`config.mk`:
```
export PLATFORM = sky130hd
export DESIGN_NAME = stream_mux_arb
export DESIGN_NICKNAME = d
export VERILOG_FILES = /design/src/rtl/stream_mux_arb_pkg.sv /design/src/rtl/rr_arbiter.sv /design/src/rtl/stream_mux_arb.sv
export SDC_FILE = /design/constraint.sdc
export NUM_CORES = 1
export LEC_CHECK = 0
export BUFFER_PORTS_ARGS = -buffer_cell sky130_fd_sc_hd__buf_2
export CAP_MARGIN = 30
export CORE_MARGIN = 4
export CORE_UTILIZATION = 48
export DETAILED_ROUTE_END_ITERATION = 8
export PLACE_DENSITY = 0.83
export RECOVER_POWER = 25
export SETUP_SLACK_MARGIN = 0.2
export SLEW_MARGIN = 20
export SYNTH_ARGS = -nofsm -noshare
export SYNTH_HDL_FRONTEND = slang
export SYNTH_SLANG_ARGS = --single-unit
```
`constraint.sdc`:
```
create_clock -name clock -period 5.55 [get_ports clock]
set_input_delay 0.8325 -clock clock [delete_from_list [all_inputs] [get_ports clock]]
set_output_delay 0.8325 -clock clock [all_outputs]
set_load 0.02 [all_outputs]
```
`src/rtl/stream_mux_arb_pkg.sv`:
```
// Shared constants for the streaming N-way mux/arbiter.
package stream_mux_arb_pkg;

  localparam logic ModeSel = 1'b0;
  localparam logic ModeRr  = 1'b1;

endpackage

```
`src/rtl/rr_arbiter.sv`:
```
// Combinational round-robin arbiter: first requester at or after ptr, wrapping past N-1.
module rr_arbiter #(
  parameter int N = 8,
  localparam int SELW = $clog2(N)
) (
  input  logic [N-1:0]    req,
  input  logic [SELW-1:0] ptr,
  output logic [SELW-1:0] grant,
  output logic            gvalid
);

  localparam int DW = $clog2(2 * N);

  logic [2*N-1:0] dbl;
  logic [DW-1:0]  idx;

  // Scanning the doubled request vector from ptr turns the wrap into a linear search.
  always_comb begin
    dbl    = {req, req};
    grant  = '0;
    gvalid = 1'b0;
    idx    = '0;
    for (int k = 0; k < N; k++) begin
      idx = DW'(ptr) + DW'(k);
      if (!gvalid && dbl[idx]) begin
        gvalid = 1'b1;
        grant  = (idx >= DW'(N)) ? SELW'(idx - DW'(N)) : SELW'(idx);
      end
    end
  end

endmodule

```
`src/rtl/stream_mux_arb.sv`:
```
// N-way valid/ready stream mux with external-select or round-robin grant and a
// one-entry registered output stage.
module stream_mux_arb
  import stream_mux_arb_pkg::*;
#(
  parameter int WIDTH = 16,
  parameter int N     = 8,
  localparam int SELW = $clog2(N)
) (
  input  logic                 clock,
  input  logic                 reset,
  input  logic [N*WIDTH-1:0]   in_data,
  input  logic [N-1:0]         in_valid,
  output logic [N-1:0]         in_ready,
  input  logic [SELW-1:0]      sel,
  input  logic                 rr_en,
  output logic [WIDTH-1:0]     out_data,
  output logic [SELW-1:0]      out_chan,
  output logic                 out_valid,
  input  logic                 out_ready
);

  localparam int SelSpan = 2 ** SELW;

  logic [SELW-1:0]    ptr;
  logic [SELW-1:0]    rr_grant;
  logic [SELW-1:0]    grant;
  logic               rr_gvalid;
  logic               gvalid;
  logic               load_en;
  logic               xfer;
  logic [SelSpan-1:0] valid_pad;
  logic [WIDTH-1:0]   chans [N];
  logic [WIDTH-1:0]   sel_data;

  rr_arbiter #(
    .N(N)
  ) u_arb (
    .req   (in_valid),
    .ptr   (ptr),
    .grant (rr_grant),
    .gvalid(rr_gvalid)
  );

  for (genvar i = 0; i < N; i++) begin : g_chan
    assign chans[i] = in_data[i*WIDTH +: WIDTH];
  end

  // Zero-padding makes out-of-range sel values read as "not valid".
  assign valid_pad = SelSpan'(in_valid);

  always_comb begin
    grant  = sel;
    gvalid = 1'b0;
    unique case (rr_en)
      ModeSel: begin
        grant  = sel;
        gvalid = valid_pad[sel];
      end
      ModeRr: begin
        grant  = rr_grant;
        gvalid = rr_gvalid;
      end
    endcase
  end

  assign load_en = !out_valid || out_ready;
  assign xfer    = load_en && gvalid && !reset;

  always_comb begin
    sel_data = '0;
    in_ready = '0;
    for (int i = 0; i < N; i++) begin
      if (grant == SELW'(i)) begin
        sel_data    = chans[i];
        in_ready[i] = xfer;
      end
    end
  end

  always_ff @(posedge clock or posedge reset) begin
    if (reset) begin
      out_valid <= 1'b0;
      out_data  <= '0;
      out_chan  <= '0;
      ptr       <= '0;
    end else if (xfer) begin
      out_valid <= 1'b1;
      out_data  <= sel_data;
      out_chan  <= grant;
      if (rr_en == ModeRr) begin
        ptr <= (grant == SELW'(N - 1)) ? '0 : grant + SELW'(1);
      end
    end else if (out_ready) begin
      out_valid <= 1'b0;
    end
  end

endmodule

```
# Word-level counts from Yosys, hierarchy flattened
# Index checks and enable logic that the tools add are counted.
word_totals:
  ff_bits: 23
  inputBits: 143
  out_inout_bits: 28
  elab_cells: 130
op_classes:
  add_sub_neg: 16
  n_lt_le_gt_ge: 17
  eq_ne: 7
  muxes: 63
  bitwise_logic: 1
  n_reduce_logical: 22
op_table:
  columns: ["cell", "n"]
  rows:
  - ["$mux W16", 8]
  - ["$mux W3", 17]
  - ["$lt A4 B5 Y1 const B", 7]
  - ["$bmux W1 S4", 7]
  - ["$ge A4 B4 Y1 const B", 7]
  - ["$mux W1", 27]
  - ["$sub A3 B1 Y3 const B", 8]
  - ["$add A3 B3 Y4 const B", 4]
  - ["$eq A3 B3 Y1 const B", 4]
  - ["$logic_and A1 B1 Y1", 9]
  - ["$logic_not A1 Y1", 9]
  - ["$add A3 B2 Y4 const B", 2]
  - ["$bmux W1 S3", 2]
  - ["$eq A3 B2 Y1 const B", 2]
  - ["$pmux W3 S2", 1]
  - ["$lt A3 B5 Y1 const B", 1]
  - ["$add A3 B1 Y4 const B", 1]
  - ["$ge A3 B4 Y1 const B", 1]
  - ["$lt A3 B4 Y1 const B", 1]
  - ["$add A3 B1 Y3 const B", 1]
  - ["$eq A3 B1 Y1 const B", 1]
  - ["$logic_not A3 Y1", 1]
  - ["$pmux W1 S2", 1]
  - ["$reduce_and A2 Y1", 1]
  - ["other kinds (3)", 3]

# Depth between registers and ports, before layout
# Gate-level depths: netlist (run 1).
depth:
  depth_word: 34
  depth_mapped: 24
  depth_no_buf: 20

# By module
# From an unflattened synthesis (run 1), not the netlist that was laid out.
unflattened:
  hier_cells: 386
  area_unflattened_um2: 3196.8
modules_own_cells:
  columns: ["mod", "n_inst", "cells_per_inst", "area_per_inst_um2", "seq_area_each_um2"]
  rows:
  - ["stream_mux_arb", 1, 276, 2129.5, 575.6]
  - ["rr_arbiter", 1, 110, 1067.3, 0.0]

# Worst setup path after synthesis (run 1)
# OpenSTA, ideal clock, no wires.
synth_timing:
  path_kind: "register to output"
  from: "register ptr[1]"
  to: "output port in_ready[3]"
  t_arrival_ns: 4.308
  required_time_ns: 4.718
  slack_ns: 0.410
  path_stages_with_launch: 16
  n_path_buf: 4
  path_cell_list: "dfrtp_1 > buf_2 > buf_4 > inv_1 > ha_1 > mux4_2 > mux2_2 > or2_1 > nand3b_4 > or3_1 > a31oi_1 > ha_1 > ha_1 > clkbuf_1 > clkbuf_1 > and2_1"
synth_between:
  word_cells_on_any_way: 83
  cone_classes: "add/sub: 15; order compare: 8; eq/ne: 1; mux: 43; reduce/logical: 16"
synth_lines:
  columns: ["element", "line_no", "source"]
  rows:
  - ["start: declaration", "stream_mux_arb.sv:25", "logic [SELW-1:0] ptr;"]
  - ["start signal: assignment", "stream_mux_arb.sv:92", "ptr <= (grant == SELW'(N - 1)) ? '0 : grant + SELW'(1);"]
  - ["branches (longest 23 deep; another with $add A3 B1 Y4)", null, null]
  - ["$mux W3 (*)", "rr_arbiter.sv:25", "if (!gvalid && dbl[idx]) begin"]
  - ["$pmux W3 S2 (*)", "stream_mux_arb.sv:55", "unique case (rr_en)"]
  - ["net grant[1]", "stream_mux_arb.sv:27", "logic [SELW-1:0] grant;"]
  - ["$eq A3 B2 Y1 (*)", "stream_mux_arb.sv:74", "if (grant == SELW'(i)) begin"]
  - ["$mux W1 (*)", "stream_mux_arb.sv:74", null]
  - ["end: declaration", "stream_mux_arb.sv:14", "output logic [N-1:0] in_ready,"]
# Mark *: on every way through the listed nets, which the timed path passes. The select of a mux whose other input is x is not followed.

# Final worst setup path (run 1)
layout_timing:
  from: "register ptr[0]"
  to: "output port in_ready[4]"
layout_between:
  word_cells_on_any_way: 83
  cone_classes: "add/sub: 15; order compare: 8; eq/ne: 1; mux: 43; reduce/logical: 16"
layout_lines:
  columns: ["element", "line_no"]
  rows:
  - ["branches (longest 23 deep; another with $add A3 B1 Y4)", null]
  - ["$mux W3 (*)", "rr_arbiter.sv:25"]
  - ["$pmux W3 S2 (*)", "stream_mux_arb.sv:55"]
  - ["net grant[0]", "stream_mux_arb.sv:27"]
  - ["$eq A3 B3 Y1 (*)", "stream_mux_arb.sv:74"]
  - ["$mux W1 (*)", "stream_mux_arb.sv:74"]
# Marked as above.

==> run_results.csv, run 1 <==
group,metric,value,unit
detailed_routing,drc_errors,0,
floorplan,die_x,93.5,um
grt,grt_pass1_vias,4069,
critical_path,r2r-end,"out_data[11]",
timing,fin_crit_sh,91.6,%
detailed_routing,vias,4234,
clock_tree,clkLatencyLatePin,0.27,ns
timing,hold_slack,0.480,ns
final_layout,diodes,0,
grt,gr-total-overflow,0,
yosys,synthCells,477,
clock_tree,htree_num_levels,1,
run,maxCapViolations,0,
critical_path,cp-start-kind,"flop",
clock_tree,postCtsSetupBuffers,0,
yosys,synth_edf_count,0,
grt,grt_max_degree,56,
clock_tree,clockBufferDepth,2,
yosys,netlist_area,3510,sq um
floorplan,io_pins,171,
floorplan,rows,30,
final_layout,syn_to_final_growth,27.3,%
yosys,async_flop_share,100,%
timing,maxSlewViolCount,0,
timing,final-setup-viol-count,0,
timing,worst_slew_pin_slew,0.939,ns
floorplan,die_area,8730,sq um
timing,fin_ws,0.467,ns
worst_hold_path,hold_path_class,"primary input to async pin",
yosys,synth-seq-cells,23,
yosys,synth.top_cell.area_share,16.4,%
grt,grt_first_pass_wirelength,20.1,mm
run_status,outcome,"finished clean",
timing,fmax,197,MHz
grt,use_met3,4.02,%
place,hpwlAfterDp,10.3,mm
yosys,syn_area_per_cell,7.35,sq um
critical_path,arrival,4.25,ns
timing,clock-skew-final,0.00361,ns
grt,grt.busiest_layer,"met2",
detailed_routing,firstDrtPassIters,6,
clock_tree,clock_sinks,23,
yosys,netlist_top_cells_area,"dfrtp_1 16%, a21oi_1 8.1%, mux2i_1 7.7%",
floorplan,initial_core_util,50.5,%
grt,grt.met1_usage,40.5,%
grt,use_met2,44.5,%
critical_path,crit_path_max_fanout,13,
yosys,synth_cell_types,50,
critical_path,crit_path_end_kind,"primary output",
floorplan,die_y,93.5,um
power_and_ir_drop,power.density,633,nW/um^2
power_and_ir_drop,p_leak,2.12,nW
detailed_routing,dr.first_iter.drc_count,304,
clock_tree,cts_root_buf,"clkbuf_8",
timing,tns,0,ns
final_layout,drive_gt1_share,35.5,%
critical_path,r2r_slack,0.61,ns
yosys,yosysWarnings,0,
place,place_inst,713,
critical_path,critical_path_class,"flop to primary output",
timing,slew_headroom,37.4,%
detailed_routing,via_per_inst,5.90,
clock_tree,cts_tree,"built",
clock_tree,cts_buffers,3,
timing,hold_viol,0,
yosys,ys_seq_area_share,16.4,%
grt,grt_antenna_before_repair,0,
floorplan,core,6940,sq um
timing,rsz0062_at_grt,"no",
clock_tree,clk_pin_slew,0.09,ns
power_and_ir_drop,ir_worst_vdd,416,uV
place,port_buffers,170,
detailed_routing,postRouteAntennaNets,0,
grt,grt_use_total,28.5,%
final_layout,nets,774,
final_layout,final_area,4460,sq um
detailed_routing,wire_per_inst,17.7,um
yosys,synth_nets,628,
critical_path,r2r-start,"ptr[0]",
yosys,synth.largest_area_cell,"dfrtp_1",
place,place_ws,0.413,ns
critical_path,worstPathRequired,4.72,ns
detailed_routing,routed_wirelength,12.7,mm
place,place_area,4390,sq um
yosys,synth_ff_type,"dfrtp_1",
timing,fin_crit,5.08,ns
critical_path,worstRegToRegCells,19,
place,routabilityCongestion,0.977,
final_layout,instances_no_fill,718,
==> synth_stat cells (2+ instances only) <==
library cell and instances:
mux2_1 7, or2_2 3, buf_2 8, nor2_1 33, o31ai_1 3, mux2i_1 27
nand2b_1 17, a22o_1 16, o22ai_1 17, mux4_2 12, buf_4 4, a31oi_1 17
o21ai_1 16, and2_1 2, a22oi_1 3, ha_1 8, o41ai_1 2, mux2_2 10
clkbuf_1 28, nand3_1 2, nand2_1 59, o21ai_0 34, a21oi_1 57, inv_1 13
and3_1 21, nor2b_1 8, buf_6 4, dfrtp_1 23, xor2_1 2
==> metrics by stage <==
stage	utilization [%]	power (mW)
2_1_floorplan	-	2.11
3_3_place_gp	62.9	2.63
3_5_place_dp	63.3	2.66
4_1_cts	63.9	2.78
5_1_grt	64.3	3.08
6_report	64.3	2.83
==> worst max path at each step <==
stage,startpoint,endpoint,slack (ns),cells past startpoint
after floorplan,ptr[1],in_ready[3],0.41,15
after global placement,ptr[0],out_data[15],0.50,18
after detailed placement,ptr[0],out_data[11],0.41,18
after CTS,ptr[0],in_ready[6],0.25,11
after global routing,ptr[0],in_ready[3],0.31,12
final,ptr[0],in_ready[4],0.47,13
==> placed cells by master, fill, tap and decap left out, types with 3 or more instances in the layout <==
cell,n
mux4_2,12
dfrtp_1,23
buf_4,13
a22oi_1,3
a22o_1,16
o31ai_1,3
mux2_1,7
inv_1,13
nand2_1,59
nor2b_1,8
mux2_2,10
o21ai_0,34
mux2i_1,27
a31oi_1,16
ha_1,5
and3_1,21
buf_2,169
clkbuf_1,3
nand2b_1,17
clkbuf_8,3
or2_2,3
a21oi_1,56
o21ai_1,16
o22ai_1,17
nor2_1,33
==> power breakdown <==
group	switching (mW)	internal [mW]
Combinational	1.44	0.983
Sequential	0.0467	0.249
Clock	0.0567	0.0513
==> state kept, by name (all words and copies together) (netlist names) <==
register	flops
out_chan	3
out_valid	1
ptr	3
out_data	16
==> critical path, cell delays in order (launching register included) <==
cell and delay (ns):
dfrtp_1 0.36, clkinv_1 0.22, ha_4 0.46, mux4_2 0.58
mux2_2 0.30, or2_2 0.30, nand2_1 0.08, nor2_1 0.04
o31ai_1 0.41, mux2i_1 0.25, inv_1 0.13, ha_1 0.39
and3_1 0.28, buf_2 0.18
==> logic make-up (layout without fill, tap and decap cells) <==
family / after synthesis / after routing / synth area share, %
buf+inv: 59 / 204 / 7.89
compound gates: 177 / 177 / 30.4
flops: 23 / 23 / 16.4
simple gates: 151 / 151 / 20.8
mux: 56 / 56 / 20.9
fa+ha+maj: 8 / 8 / 2.86
xor+xnor: 3 / 3 / 0.750
==> metal layers <==
metal | vias up | share of wire (%)
met1 | 1914 | 42
met3 | 38 | 8.9
li1 | 2035 | -
met2 | 247 | 46
met4 | 0 | 3.1
met5 | - | 0
==> area by class of cell <==
cell class / count / area, sq um
Clock buffer: 4 / 45.0
Fill cell: 658 / 2480
Inverter: 15 / 56.3
Multi-Input combinational cell: 395 / 2690
Sequential cell: 23 / 576
Tap cell: 96 / 120
Timing Repair Buffer: 185 / 978
==> timing repair <==
action / 4_1_cts / 5_1_grt
pin swaps: 0 / 1
hold buffers: 0 / 0
endpoints found under the setup margin: 3 / 11
gates resized for setup: 1 / 4
No activity file was read; power rests on OpenSTA's default activity.
==> run 2, diff against run 1 <==
Settings changed: CORE_UTILIZATION 48 to 49, CTS_BUF_LIST from default to sky130_fd_sc_hd__clkbuf_4, PLACE_DENSITY 0.83 to 0.84.
==> run_results.csv, run 2 (same netlist as run 1, synthesis figures left out) <==
group,metric,value,unit
timing,fin_crit,5.04,ns
grt,use_met3,4.55,%
critical_path,r2r-start,"ptr[0]",
final_layout,nets,775,
critical_path,crit_path_max_fanout,10,
clock_tree,clk_pin_slew,0.14,ns
critical_path,crit_cells,12,
place,routabilityCongestion,0.926,
critical_path,r2r-end,"out_data[4]",
floorplan,initial_core_util,51.0,%
floorplan,core,6870,sq um
timing,tns,0,ns
clock_tree,clockBufferDepth,2,
critical_path,cp-start-kind,"flop",
grt,use_met2,47.7,%
grt,gr-total-overflow,0,
final_layout,drive_gt1_share,36.0,%
grt,grt_antenna_before_repair,0,
grt,grt_use_total,28.8,%
clock_tree,clkLatencyLatePin,0.31,ns
place,port_buffers,170,
grt,grt_first_pass_wirelength,20.0,mm
detailed_routing,drc_errors,0,
critical_path,cpMaxStageDelayCell,"mux4_2",
final_layout,instances_no_fill,719,
clock_tree,clock_sinks,23,
detailed_routing,via_per_inst,5.91,
critical_path,crit_chain,"clkinv_1, ha_2, mux4_2, mux2_2, or2_1, nand3b_4, or3_1, a31oi_2, ha_2, ha_1, and2_1, buf_2",
timing,slew_headroom,28.8,%
final_layout,final_area,4450,sq um
floorplan,rows,30,
timing,final-setup-viol-count,0,
floorplan,die_y,92.6,um
grt,grt_max_degree,48,
power_and_ir_drop,p_leak,2.12,nW
final_layout,top_regs,"out_data (16), out_chan (3), ptr (3)",
place,place_inst,714,
floorplan,die_area,8570,sq um
place,place_area,4400,sq um
critical_path,timing.critical_path.buf_inv,2,
grt,grt.busiest_layer,"met2",
detailed_routing,firstDrtPassIters,5,
timing,hold_viol,0,
final_layout,largest_reg_flops,16,
timing,fmax,198,MHz
critical_path,startpoint,"ptr[0]",
run_status,outcome,"finished clean",
critical_path,critPathTopFamily,"adder cells",
critical_path,critPathMostFrequentCell,"ha_2",
worst_hold_path,hold_path_class,"primary input to async pin",
timing,maxSlewViolCount,0,
critical_path,crit_path_end_kind,"primary output",
final_layout,final_common_cell,"buf_2",
critical_path,worstPathRequired,4.72,ns
grt,grt_pass1_vias,4081,
final_layout,regMostFlops,"out_data",
timing,worst_slew_pin_slew,1.07,ns
critical_path,crit_end,"in_ready[3]",
critical_path,arrival,4.21,ns
detailed_routing,postRouteAntennaNets,0,
detailed_routing,dr.first_iter.drc_count,234,
run,maxCapViolations,0,
grt,grt.met1_usage,38.0,%
critical_path,critical_path_class,"flop to primary output",
floorplan,die_x,92.6,um
final_layout,mostFrequentLayoutCells,"169 x buf_2, 59 x nand2_1, 56 x a21oi_1, 34 x o21ai_0, 33 x nor2_1",
timing,rsz0062_at_grt,"no",
detailed_routing,wire_per_inst,17.5,um
final_layout,syn_to_final_growth,26.9,%
critical_path,critPathMaxStageDelay,0.57,ns
clock_tree,cts_buffers,3,
power_and_ir_drop,ir_worst_vdd,340,uV
floorplan,io_pins,171,
critical_path,r2r_slack,0.80,ns
timing,clock-skew-final,0.00111,ns
critical_path,worstRegToRegCells,18,
clock_tree,htree_num_levels,1,
final_layout,diodes,0,
clock_tree,cts_root_buf,"clkbuf_4",
detailed_routing,vias,4246,
power_and_ir_drop,power.density,627,nW/um^2
detailed_routing,routed_wirelength,12.6,mm
timing,fin_crit_sh,90.9,%
clock_tree,cts_tree,"built",
place,hpwlAfterDp,10.2,mm
-- run 2: cell count changes in the layout (fill, tap and decap cells not counted) --
cell      delta
ha_2         +1
o31ai_1      -1
clkbuf_4     +3
clkbuf_8     -3
buf_4        +1
clkbuf_1     -1
o31ai_2      +1
clkinv_2     +1
ha_4         -1
-- run 2: worst min path at each step --
stage | start | end | slack (ns) | depth (start not counted)
4_1_cts | out_valid | out_valid | 0.54 | 1
5_1_grt | reset | out_chan[2] | 0.39 | 2
2_1_floorplan | out_valid | out_valid | 0.61 | 1
6_report | reset | out_data[11] | 0.39 | 2
3_3_place_gp | out_valid | out_valid | 0.48 | 1
3_5_place_dp | out_valid | out_valid | 0.51 | 1
-- run 2: routing by layer --
metal  up-vias  share of wire, %
met1      1959                42
li1       2042                 -
met4         0               3.2
met2       211                47
met5         -                 0
met3        34               7.2
-- run 2: report_power, final --
part / total (mW) / internal (mW) / switching, mW
Sequential: 0.312 / 0.249 / 0.0630
Combinational: 2.39 / 0.978 / 1.42
Clock: 0.0824 / 0.0270 / 0.0555
Total: 2.79 / 1.25 / 1.53
-- run 2: area by class of cell --
cell class	count	area, sq um
Clock buffer	3	22.5
Timing Repair Buffer	186	986
Sequential cell	23	576
Multi-Input combinational cell	395	2680
Tap cell	96	120
Clock inverter	1	5.00
Fill cell	667	2420
Inverter	15	56.3
-- run 2: what timing repair did --
item                                    4_1_cts  5_1_grt
hold buffers                                  0        0
resized for setup                             0        5
endpoints found under the setup margin        0        6
buffers inserted                              0        0
-- run 2: metrics by stage --
stage | total power [mW] | worst slack, ns | hold slack (ns) | utilization [%]
2_1_floorplan | 2.11 | 0.410 | 0.613 | -
5_1_grt | 3.05 | 0.238 | 0.393 | 64.8
3_3_place_gp | 2.62 | 0.790 | 0.477 | 63.7
4_1_cts | 2.74 | 0.306 | 0.540 | 64.5
3_5_place_dp | 2.66 | 0.677 | 0.510 | 64.1
6_report | 2.79 | 0.507 | 0.386 | 64.8
==> run 3, diff against run 2 <==
Settings changed: CORE_MARGIN 4 to 8.
==> run_results.csv, run 3 (same netlist as run 1, synthesis figures left out) <==
group,metric,value,unit
floorplan,die_y,101,um
timing,hold_slack,0.449,ns
timing,worst_slew_pin_slew,0.850,ns
grt,grt_first_pass_wirelength,20.6,mm
critical_path,worstRegToRegCells,19,
detailed_routing,routed_wirelength,13.4,mm
final_layout,final_area,4420,sq um
run,maxCapViolations,0,
detailed_routing,postRouteAntennaNets,0,
clock_tree,clockBufferDepth,2,
timing,fin_ws,0.467,ns
critical_path,crit_end,"in_ready[7]",
grt,grt_use_total,25.1,%
final_layout,register_area,576,sq um
timing,fmax,197,MHz
floorplan,die_x,101,um
detailed_routing,wire_per_inst,18.6,um
timing,slew_headroom,43.3,%
detailed_routing,firstDrtPassIters,5,
place,port_buffers,170,
grt,grt_pass1_vias,4095,
floorplan,initial_core_util,49.4,%
worst_hold_path,hold_path_class,"primary input to async pin",
grt,grt_max_degree,53,
critical_path,r2r-start,"ptr[2]",
critical_path,arrival,4.25,ns
clock_tree,holdBufCountCts,0,
timing,fin_crit,5.08,ns
critical_path,r2r_slack,0.66,ns
floorplan,io_pins,171,
floorplan,core,7100,sq um
final_layout,multiInputGateArea,2700,sq um
critical_path,worstPathRequired,4.72,ns
timing,final-setup-viol-count,0,
timing,clock-skew-final,0.0122,ns
power_and_ir_drop,p_leak,2.11,nW
final_layout,mostFrequentLayoutCells,"169 x buf_2, 59 x nand2_1, 56 x a21oi_1, 34 x o21ai_0, 33 x nor2_1",
clock_tree,cts_root_buf,"clkbuf_4",
floorplan,rows,31,
place,hpwlAfterDp,10.6,mm
clock_tree,cts_buffers,3,
final_layout,utilization,62.3,%
clock_tree,clkLatencyLatePin,0.32,ns
grt,gr-total-overflow,0,
final_layout,fill_cells,704,
grt,grt_antenna_before_repair,0,
clock_tree,htree_num_levels,1,
detailed_routing,drc_errors,0,
final_layout,diodes,0,
detailed_routing,vias,4189,
critical_path,startpoint,"ptr[0]",
clock_tree,cts_tree,"built",
critical_path,critical_path_class,"flop to primary output",
final_layout,drive_gt1_share,35.3,%
power_and_ir_drop,ir_worst_vdd,365,uV
floorplan,die_area,10100,sq um
place,place_area,4350,sq um
final_layout,top_regs,"out_data (16), out_chan (3), ptr (3)",
final_layout,largest_reg_flops,16,
critical_path,r2r-end,"out_data[7]",
clock_tree,clock_sinks,23,
clock_tree,clk_pin_slew,0.14,ns
place,routabilityCongestion,0.982,
timing,rsz0062_at_grt,"no",
timing,maxSlewViolCount,0,
critical_path,crit_path_end_kind,"primary output",
detailed_routing,dr.first_iter.drc_count,311,
timing,hold_viol,0,
final_layout,regMostFlops,"out_data",
run_status,outcome,"finished clean",
final_layout,nets,773,
final_layout,final_common_cell,"buf_2",
final_layout,syn_to_final_growth,26.1,%
timing,tns,0,ns
critical_path,cp-start-kind,"flop",
critical_path,crit_path_max_fanout,24,
power_and_ir_drop,power.density,631,nW/um^2
place,place_ws,0.429,ns
detailed_routing,via_per_inst,5.82,
timing,fin_crit_sh,91.6,%
-- run 3: worst min path at each step --
stage / start / endpoint / slack [ns]
after floorplan: out_valid / out_valid / 0.61
after global placement: out_valid / out_valid / 0.49
after detailed placement: out_valid / out_valid / 0.51
after CTS: out_valid / out_valid / 0.54
after global routing: reset / out_data[1] / 0.50
final: reset / out_valid / 0.45
-- run 3: stage by stage --
step | std cells | total power [mW]
final | 720 | 2.79
after global routing | 720 | 3.04
after CTS | 717 | 2.72
after detailed placement | 713 | 2.64
after global placement | 713 | 2.61
after floorplan | 477 | 2.11
-- run 3: timing repair --
item	4_1_cts	5_1_grt
setup endpoints to repair	4	16
pin swaps	0	2
resized for setup	1	2
setup buffers	0	1
gates cloned	0	1
-- run 3: area by class of cell --
type                    count  area share, %
inverters                  15           1.27
clock buffers               3          0.509
clock inverters             1          0.113
flip-flops and latches     23           13.0
repair buffers            183           21.3
multi-input cells         396           61.0
well taps                  99           2.80
-- run 3: report_power, final --
| group | leakage, nW | internal, mW | switching (mW) | total [mW] |
|---|---|---|---|---|
| Sequential | 0.270 | 0.249 | 0.0671 | 0.316 |
| Clock | 0.0177 | 0.0269 | 0.0535 | 0.0805 |
| Combinational | 1.82 | 0.965 | 1.43 | 2.40 |
-- run 3: routing by layer --
metal | global-route usage [%] | up-vias | wire length [um]
met3 | 5.39 | 14 | 1180
li1 | - | 2032 | -
met1 | 33.1 | 1925 | 5660
met5 | 0 | - | 0
met4 | 4.30 | 0 | 159
met2 | 41.1 | 218 | 6410
-- run 3: worst max-delay path, cell delays in order, from the launching register on --
cell	delay, ns
dfrtp_1	0.37
clkinv_1	0.21
ha_4	0.45
mux4_2	0.57
mux2_2	0.35
or2_1	0.23
nand3b_4	0.18
or3_1	0.38
a31oi_2	0.30
ha_1	0.23
buf_4	0.29
and3_1	0.19
buf_2	0.16
